`config.mk`:
```
export PLATFORM = sky130hd
export DESIGN_NAME = countdown_bcd
export DESIGN_NICKNAME = d
export VERILOG_FILES = /design/src/rtl/countdown_bcd.sv
export SDC_FILE = /design/constraint.sdc
export NUM_CORES = 1
export LEC_CHECK = 0
export CAP_MARGIN = 15
export CELL_PAD_IN_SITES_DETAIL_PLACEMENT = 0
export CELL_PAD_IN_SITES_GLOBAL_PLACEMENT = 1
export CORE_MARGIN = 4
export CORE_UTILIZATION = 31
export CTS_CLUSTER_DIAMETER = 30
export DETAILED_ROUTE_END_ITERATION = 8
export PLACE_DENSITY = 0.73
export SLEW_MARGIN = 0
export SYNTH_ARGS = -nofsm -noshare
export SYNTH_HDL_FRONTEND = slang
export SYNTH_SLANG_ARGS = --single-unit
```
`constraint.sdc`:
```
create_clock -name clk -period 2.77 [get_ports clk]
set_input_delay 0.554 -clock clk [delete_from_list [all_inputs] [get_ports clk]]
set_output_delay 0.554 -clock clk [all_outputs]
set_load 0.01 [all_outputs]
```
`src/rtl/countdown_bcd.sv`:
```
// BCD mm:ss countdown timer with IDLE/ARMED/EXPIRED states.
// Define COUNTDOWN_BEEP_EN to drive a toggling beep while expired.
module countdown_bcd #(
   parameter logic [15:0] PRESET_DEFAULT = 16'h0300
) (
   input  logic        clk,
   input  logic        rst,
   input  logic        load,
   input  logic [15:0] preset,
   input  logic        sec_clk,
   input  logic        is_counting,
   output logic [15:0] digits,
   output logic        done,
   output logic        beep
);

   typedef enum logic [1:0] {IDLE, ARMED, EXPIRED} state_t;

   function automatic logic [15:0] sanitise(input logic [15:0] v);
      logic [3:0] mt, mo, st, so;
      mt = (v[15:12] > 4'd9) ? 4'd9 : v[15:12];
      mo = (v[11:8]  > 4'd9) ? 4'd9 : v[11:8];
      st = (v[7:4]   > 4'd5) ? 4'd5 : v[7:4];
      so = (v[3:0]   > 4'd9) ? 4'd9 : v[3:0];
      return {mt, mo, st, so};
   endfunction

   // Only called with a nonzero value, so min_tens never underflows.
   function automatic logic [15:0] dec_sec(input logic [15:0] v);
      logic [3:0] mt, mo, st, so;
      {mt, mo, st, so} = v;
      if (so != 4'd0) begin
         so = so - 4'd1;
      end else begin
         so = 4'd9;
         if (st != 4'd0) begin
            st = st - 4'd1;
         end else begin
            st = 4'd5;
            if (mo != 4'd0) begin
               mo = mo - 4'd1;
            end else begin
               mo = 4'd9;
               mt = mt - 4'd1;
            end
         end
      end
      return {mt, mo, st, so};
   endfunction

   localparam logic [15:0] RST_VAL = sanitise(PRESET_DEFAULT);

   state_t      state_q, state_d;
   logic [15:0] digits_q, digits_d;
   logic        done_q, done_d;
   logic        beep_q, beep_d;
   logic [15:0] load_val;
   logic        tick;

   always_comb begin
      tick     = sec_clk & is_counting;
      load_val = sanitise(preset);
      state_d  = state_q;
      digits_d = digits_q;
      done_d   = done_q;
      if (load) begin
         digits_d = load_val;
         state_d  = (load_val != 16'h0000) ? ARMED : IDLE;
         done_d   = 1'b0;
      end else if (tick && state_q == ARMED) begin
         digits_d = dec_sec(digits_q);
         if (digits_d == 16'h0000) begin
            state_d = EXPIRED;
            done_d  = 1'b1;
         end
      end
   end

   always_comb begin
      beep_d = 1'b0;
`ifdef COUNTDOWN_BEEP_EN
      if (state_q == EXPIRED && state_d == EXPIRED) begin
         beep_d = sec_clk ? ~beep_q : beep_q;
      end
`endif
   end

   always_ff @(posedge clk) begin
      if (rst) begin
         state_q  <= (RST_VAL != 16'h0000) ? ARMED : IDLE;
         digits_q <= RST_VAL;
         done_q   <= 1'b0;
         beep_q   <= 1'b0;
      end else begin
         state_q  <= state_d;
         digits_q <= digits_d;
         done_q   <= done_d;
         beep_q   <= beep_d;
      end
   end

   assign digits = digits_q;
   assign done   = done_q;
   assign beep   = beep_q;

endmodule
```
-- Word level (Yosys, flattened, before mapping)
Index checks and enable logic that the tools add are counted.
- output and inout port bits: 18
- input bits: 21
- flip-flop bits (word level): 19
- logic and storage cells: 51
- add/subtract/negate cells: 4
- multiplexer cells: 27
- reduce and logical (&&, ||, !) cells: 11
- $lt $le $gt $ge: 4
- eq/ne operators: 1
- bitwise operators: 1
- operators by type and width (operator ; count):
    4-bit 2-to-1 mux ; 21
    16-bit 2-to-1 mux ; 2
    16-bit logical NOT ; 1
    16-bit nonzero test ; 1
    4-bit by 1-bit subtractor with 4-bit output, second input constant ; 4
    4-bit greater-than comparator, second input constant ; 3
    4-bit nonzero test ; 3
    2-bit 2-to-1 mux ; 3
    4-bit by 3-bit greater-than comparator with 1-bit output, second input constant ; 1
    2-bit AND reduction ; 2
    2-bit nonzero test ; 2
    2-bit by 1-bit == test with 1-bit output, second input constant ; 1
    2-bit OR reduction ; 1
    1-bit bitwise AND ; 1
    1-bit logical AND ; 1
    1-bit 2-to-1 mux ; 1

-- Logic depth before layout (Yosys ltp)
Gate-level depths: netlist of run 1.
- depth after elaboration: 10
- depth in mapped cells: 6
- depth with buffers taken out: 6

-- Least setup slack after synthesis of run 1
Ideal clock, no wire load.
- path kind: register -> register
- start: register digits_q[5] (netlist: digits[5])
- end: register digits_q[13] (netlist: digits[13])
- setup slack: 1.046 ns
- path buffers: 0
- required time: 2.653 ns
- library setup time: 0.117 ns
- arrival: 1.607 ns
- period minus slack after synthesis: 1.724 ns
- cell stages (with the launch flop): 5
- cells stage by stage: dfxtp_1 or4_4 nor4b_4 nand3_1 a32o_1
- word-level cells in the longest chain between the ends: 7
- RTL lines (what ; RTL line ; text):
    start: declaration ; 54 ; logic [15:0] digits_q, digits_d;
    start signal: assignment ; 96 ; digits_q <= digits_d;
    4-bit nonzero test ; 36 ; if (st != 4'd0) begin
    4-bit 2-to-1 mux ; 36 ;
    4-bit 2-to-1 mux ; 32 ; if (so != 4'd0) begin
    4-bit 2-to-1 mux ; 70 ; end else if (tick && state_q == ARMED) begin
    4-bit 2-to-1 mux ; 66 ; if (load) begin
    16-bit 2-to-1 mux ; 70 ;
    16-bit 2-to-1 mux ; 66 ;
No other way between the ends. The select of a mux whose other input is x is not followed.
A chain may end at the register's enable or synchronous reset.

-- Worst setup path after layout of run 1
- start: register digits_q[8] (netlist: digits[8])
- end: output port digits[8]
- RTL lines (what ; RTL line ; text):
    end: declaration ; 12 ; output logic [15:0] digits,
No word-level cell between the ends.

==> flow_summary.json, run 1 <==
{
  "rsz0062_at_grt": "no",
  "timing.max_cap.violations": 0,
  "fin_util_pct": 45.86,
  "die-area_sq_mm": 0.005012,
  "holdPathStages": 1,
  "io_pins": 39,
  "maxSlewHeadroom_pct": 65.36,
  "slowest_delay_ns": 0.62,
  "cts_tree": "built",
  "post-route-period-util_pct": 72.13,
  "synth-edff-count": 0,
  "regToRegEndpoint": "digits[13]",
  "htree_levels": 1,
  "fp.coreArea_sq_mm": 0.003744,
  "dp_hpwl_um": 3008,
  "synth_nets": 165,
  "setup_viol": 0,
  "final_max_slew_viol_count": 0,
  "cp-end-kind": "output pin",
  "dr.pass1.iters": 4,
  "cp_cell_sequence": "clkdlybuf4s50_1",
  "synthToLayoutAreaGrowth_pct": 40.43,
  "rows": 22,
  "post_dp_cell_area_sq_mm": 0.001672,
  "p_per_area_mw_per_mm2": 421.0,
  "initial_utilization_pct": 32.65,
  "cp_top_family": "buffers and inverters",
  "vias": 1337,
  "vdd_drop_max_uv": 185.2,
  "die_y_um": 70.80,
  "worstReg2RegStart": "digits[5]",
  "ys_types": 52,
  "dp.cells": 228,
  "ys_async_sr_fraction_pct": 0,
  "hold_buffers": 0,
  "antenna_cells": 0,
  "hold_class": "flop to flop",
  "antenna_found_initial": 0,
  "path_clk_slew_ns": 0.08,
  "crit_path_start_kind": "flop",
  "worstHoldStart": "done",
  "fin_crit_ns": 1.998,
  "grt_pass1_vias": 1269,
  "first_iter_violations": 82,
  "viasPerCell": 5.763,
  "status": "completed",
  "rrSetupSlack_ns": 0.95,
  "numCtsBuffers": 3,
  "layout-drive-gt1-share_pct": 11.96,
  "critPathBufInv": 1,
  "netlist_instances": 143,
  "synth_ff_type": "dfxtp_1",
  "grt_pass1_wl_um": 6430,
  "startpoint": "digits[8]",
  "grt_overflow": 0,
  "fmaxAchievable_mhz": 500.5,
  "syn_area_sq_mm": 0.001222,
  "routed_wl_um": 3878,
  "worst_pin_slew_ns": 0.5156,
  "synth_seq_cells": 19,
  "cts_sinks": 19,
  "avgSynthCellArea_sq_um": 8.548,
  "cts_setup_buffers": 0,
  "worstPathArrival_ns": 1.44,
  "synth-seq-area-share_pct": 31.12,
  "port_buffers": 37,
  "track_usage_pct": 15.65,
  "cts_root_buffer": "clkbuf_8",
  "finish.instance_area_sq_mm": 0.001717,
  "die_w_um": 70.80,
  "final.setup.tns_ns": 0,
  "nets": 207,
  "drcViolationCount": 0,
  "criticalPathCategory": "flop to output pin",
  "place.gp.congestion": 0.8687,
  "worstSkewPairLatency_ns": 0.26,
  "cp.required_ns": 2.22,
  "cp_slowest_cell": "clkdlybuf4s50_1",
  "clock_skew_ns": 0.004126,
  "clock_path_buffers": 2,
  "crit_fanout": 7,
  "stdcell_count": 232,
  "wl_per_cell_um": 16.72,
  "min_to": "done",
  "yosys_warnings": 0,
  "leakagePower_nw": 0.6055,
  "grt_max_degree": 14,
  "drtAntennaViolNets": 0,
  "r2r_cells": 4,
  "finalPower_w": 0.0007227,
  "ctsResizeCount": 0,
  "finalHoldViolCount": 0
}
-- cells in the mapped netlist, types with 2 or more instances --
cell type,number,share of area (%)
a2111oi_2,2,2.5
a211oi_1,7,4.3
a21o_1,3,1.8
a21oi_1,4,1.6
a31oi_1,2,1.0
clkbuf_1,4,1.2
dfxtp_1,19,31
inv_1,7,2.1
mux2i_1,2,1.6
nand2_1,3,0.92
nand3_1,11,4.5
nand4_1,4,2.0
nor2_1,15,4.6
nor3_1,8,3.3
nor4_1,6,3.1
o21a_1,3,1.8
o21ai_0,5,2.0
xnor2_1,3,2.1
xor2_1,2,1.4
-- placed cells by master (no fill, tap or decap), drive strengths merged, types with 2 or more instances in the layout --
cell type	Yosys	layout
clkdlybuf4s50	0	37
a211oi	7	7
a31oi	2	2
xnor2	3	3
nand2	3	3
inv	7	7
o21ai	5	5
o21a	3	3
a21oi	4	4
nor4	7	7
nor3	8	8
clkbuf	4	4
nor2	15	15
buf	2	6
mux2i	2	2
xor2	2	2
nand4	4	4
a2111oi	3	3
nand3	11	11
nand4b	2	2
a21o	4	4
a311oi	2	2
dfxtp	19	19
-- routing by layer --
layer	GRT usage (%)	part of all wire (%)	vias to the layer above
met5	0	0	-
met4	2.714	0.36	0
met3	3.977	7.6	2
met2	24.41	45	56
met1	22.04	47	636
li1	-	-	643
-- registers in the layout (all words and copies together), names as in the netlist --
register,cells
state_q,2
digits,16
done,1
-- through the flow --
stage | setup WS, ns | hold WS, ns
finish | 0.7719 | 0.4735
CTS | 0.7652 | 0.4835
global route | 0.7000 | 0.5008
global placement | 0.5857 | 0.4528
detailed placement | 0.5308 | 0.4644
floorplan | 1.046 | 0.4566
-- worst max path at each step --
stage,endpoint,slack [ns],cells past startpoint
4_1_cts,digits[8],0.77,1
2_1_floorplan,digits[13],1.05,4
5_1_grt,digits[11],0.70,5
6_report,digits[8],0.77,1
3_5_place_dp,digits[11],0.53,5
3_3_place_gp,digits[11],0.59,5
-- report_power, final --
group	switching (W)	leakage, nW	internal, W
Combinational	0.000101	0.426	0.000103
Sequential	0.0000268	0.157	0.000289
Clock	0.0000999	0.0228	0.000103
-- kinds of logic after synthesis --
logic type / count (synthesis) / share of synthesized area [%]
flops: 19 / 31.12
simple gates: 60 / 31.32
xor+xnor: 5 / 3.583
buf+inv: 14 / 4.606
other cells: 1 / 0.3068
mux: 2 / 1.638
compound gates: 41 / 26.41
fa+ha+maj: 1 / 1.023
-- layout make-up --
cell class	instances	area, sq um
clock buffers	4	45.04
fillers	384	2027
inverters	8	30.03
multi-input cells	110	785.8
flip-flops and latches	19	380.4
well taps	48	60.06
repair buffers	43	415.4
Note: power is estimated with default switching activity, not from simulation.
==> run 2: changes to the inputs <==
Clock period 2.77 ns to 2.05 ns, I/O delays scaled along.
==> flow_summary.json, run 2 (synthesis gave the netlist of run 1 again) <==
{
  "status": "completed",
  "cts_root_buffer": "clkbuf_8",
  "numCtsBuffers": 3,
  "fmaxAchievable_mhz": 546.5,
  "clock_path_buffers": 2,
  "rows": 22,
  "drcViolationCount": 0,
  "final_cell_mix": "clkdlybuf4s50_1 (37), dfxtp_1 (19), nor2_1 (15)",
  "finalHoldViolCount": 0,
  "fp.coreArea_sq_mm": 0.003744,
  "maxSlewHeadroom_pct": 65.69,
  "cp_cell_sequence": "clkdlybuf4s50_1",
  "nets": 213,
  "cp-end-kind": "output pin",
  "worstSkewPairLatency_ns": 0.26,
  "fin_crit_ns": 1.830,
  "grt_overflow": 0,
  "htree_levels": 1,
  "post-route-period-util_pct": 89.26,
  "cp.required_ns": 1.64,
  "grt_pass1_vias": 1339,
  "port_buffers": 37,
  "track_usage_pct": 16.32,
  "final.setup.tns_ns": 0,
  "worstPathArrival_ns": 1.42,
  "synthToLayoutAreaGrowth_pct": 44.11,
  "ctsResizeCount": 0,
  "first_iter_violations": 78,
  "io_pins": 39,
  "rsz0062_at_grt": "no",
  "vias": 1334,
  "holdWs_ns": 0.4801,
  "finalWorstSetupSlack_ns": 0.2202,
  "drtAntennaViolNets": 0,
  "cts_sinks": 19,
  "finalPower_w": 0.0009832,
  "vdd_drop_max_uv": 228.0,
  "place_ws_ns": 0.01018,
  "slowest_delay_ns": 0.61,
  "dr.pass1.iters": 4,
  "wl_met2_um": 1725,
  "seqCellArea_sq_um": 380.4,
  "criticalPathCategory": "flop to output pin",
  "grt_pass1_wl_um": 6665,
  "viasPerCell": 5.605,
  "leakagePower_nw": 0.6356,
  "largest_reg_flops": 16,
  "cp_slowest_cell": "clkdlybuf4s50_1",
  "worst_pin_slew_ns": 0.5107,
  "crit_path_start_kind": "flop",
  "layout-drive-gt1-share_pct": 14.74,
  "final_max_slew_viol_count": 0,
  "fillers": 379,
  "crit_fanout": 7,
  "cts_setup_buffers": 0,
  "hold_buffers": 0,
  "cts_tree": "built",
  "dp_hpwl_um": 3130,
  "path_clk_slew_ns": 0.08,
  "antenna_found_initial": 0,
  "antenna_cells": 0,
  "die_y_um": 70.80,
  "die-area_sq_mm": 0.005012,
  "initial_utilization_pct": 32.65,
  "clock_skew_ns": 0.005594,
  "layout_commonest_cell": "clkdlybuf4s50_1",
  "wl_per_cell_um": 16.51,
  "die_w_um": 70.80,
  "routed_wl_um": 3929,
  "multiInputGateArea_sq_um": 785.8,
  "setup_viol": 0,
  "drt-met1-wl_um": 1962,
  "grt_max_degree": 12,
  "place.gp.congestion": 0.8782,
  "routed-wl-met3_um": 215,
  "p_per_area_mw_per_mm2": 558.1,
  "hold_class": "flop to flop",
  "topRoutingLayerUsed": "met4",
  "critPathBufInv": 1,
  "timing.max_cap.violations": 0,
  "cp_top_family": "buffers and inverters"
}
## run 2: cell types whose count changed in the layout (fill, tap and decap cells not counted), sizes merged
cell  change
buf       +6
## run 2: final timing paths
path / start / endpoint / slack, ns / cells after the start
setup / recovery: digits[8] / digits[8] / 0.22 / 1
hold / removal: done / done / 0.48 / 1
setup reg to reg: digits[6] / digits[13] / 0.27 / 4
hold reg to reg: done / done / 0.48 / 1
## run 2: per-stage QoR
step	utilization, %	instances	area, sq um
after global routing	47.06	238	1762
after CTS	47.06	238	1762
after global placement	45.86	234	1717
after floorplan	-	143	1222
after detailed placement	45.86	234	1717
final	47.06	238	1762
## run 2: routing by layer
layer	global-route usage [%]	vias to the layer above
met2	25.23	44
met3	2.557	4
met4	3.758	0
met1	23.77	637
met5	0	-
li1	-	649
## run 2: layout make-up
class | instances | share of cell area (%)
clock buffers | 4 | 2.557
multi-input cells | 110 | 44.60
repair buffers | 49 | 26.14
well taps | 48 | 3.409
flip-flops and latches | 19 | 21.59
inverters | 8 | 1.705
## run 2: report_power, final
group          internal [W]  total [W]  leakage (nW)  switching, W
clock network      0.000138   0.000269        0.0228      0.000131
logic              0.000147   0.000289         0.456      0.000142
registers          0.000391   0.000425         0.157     0.0000340
total              0.000676   0.000983         0.636      0.000307
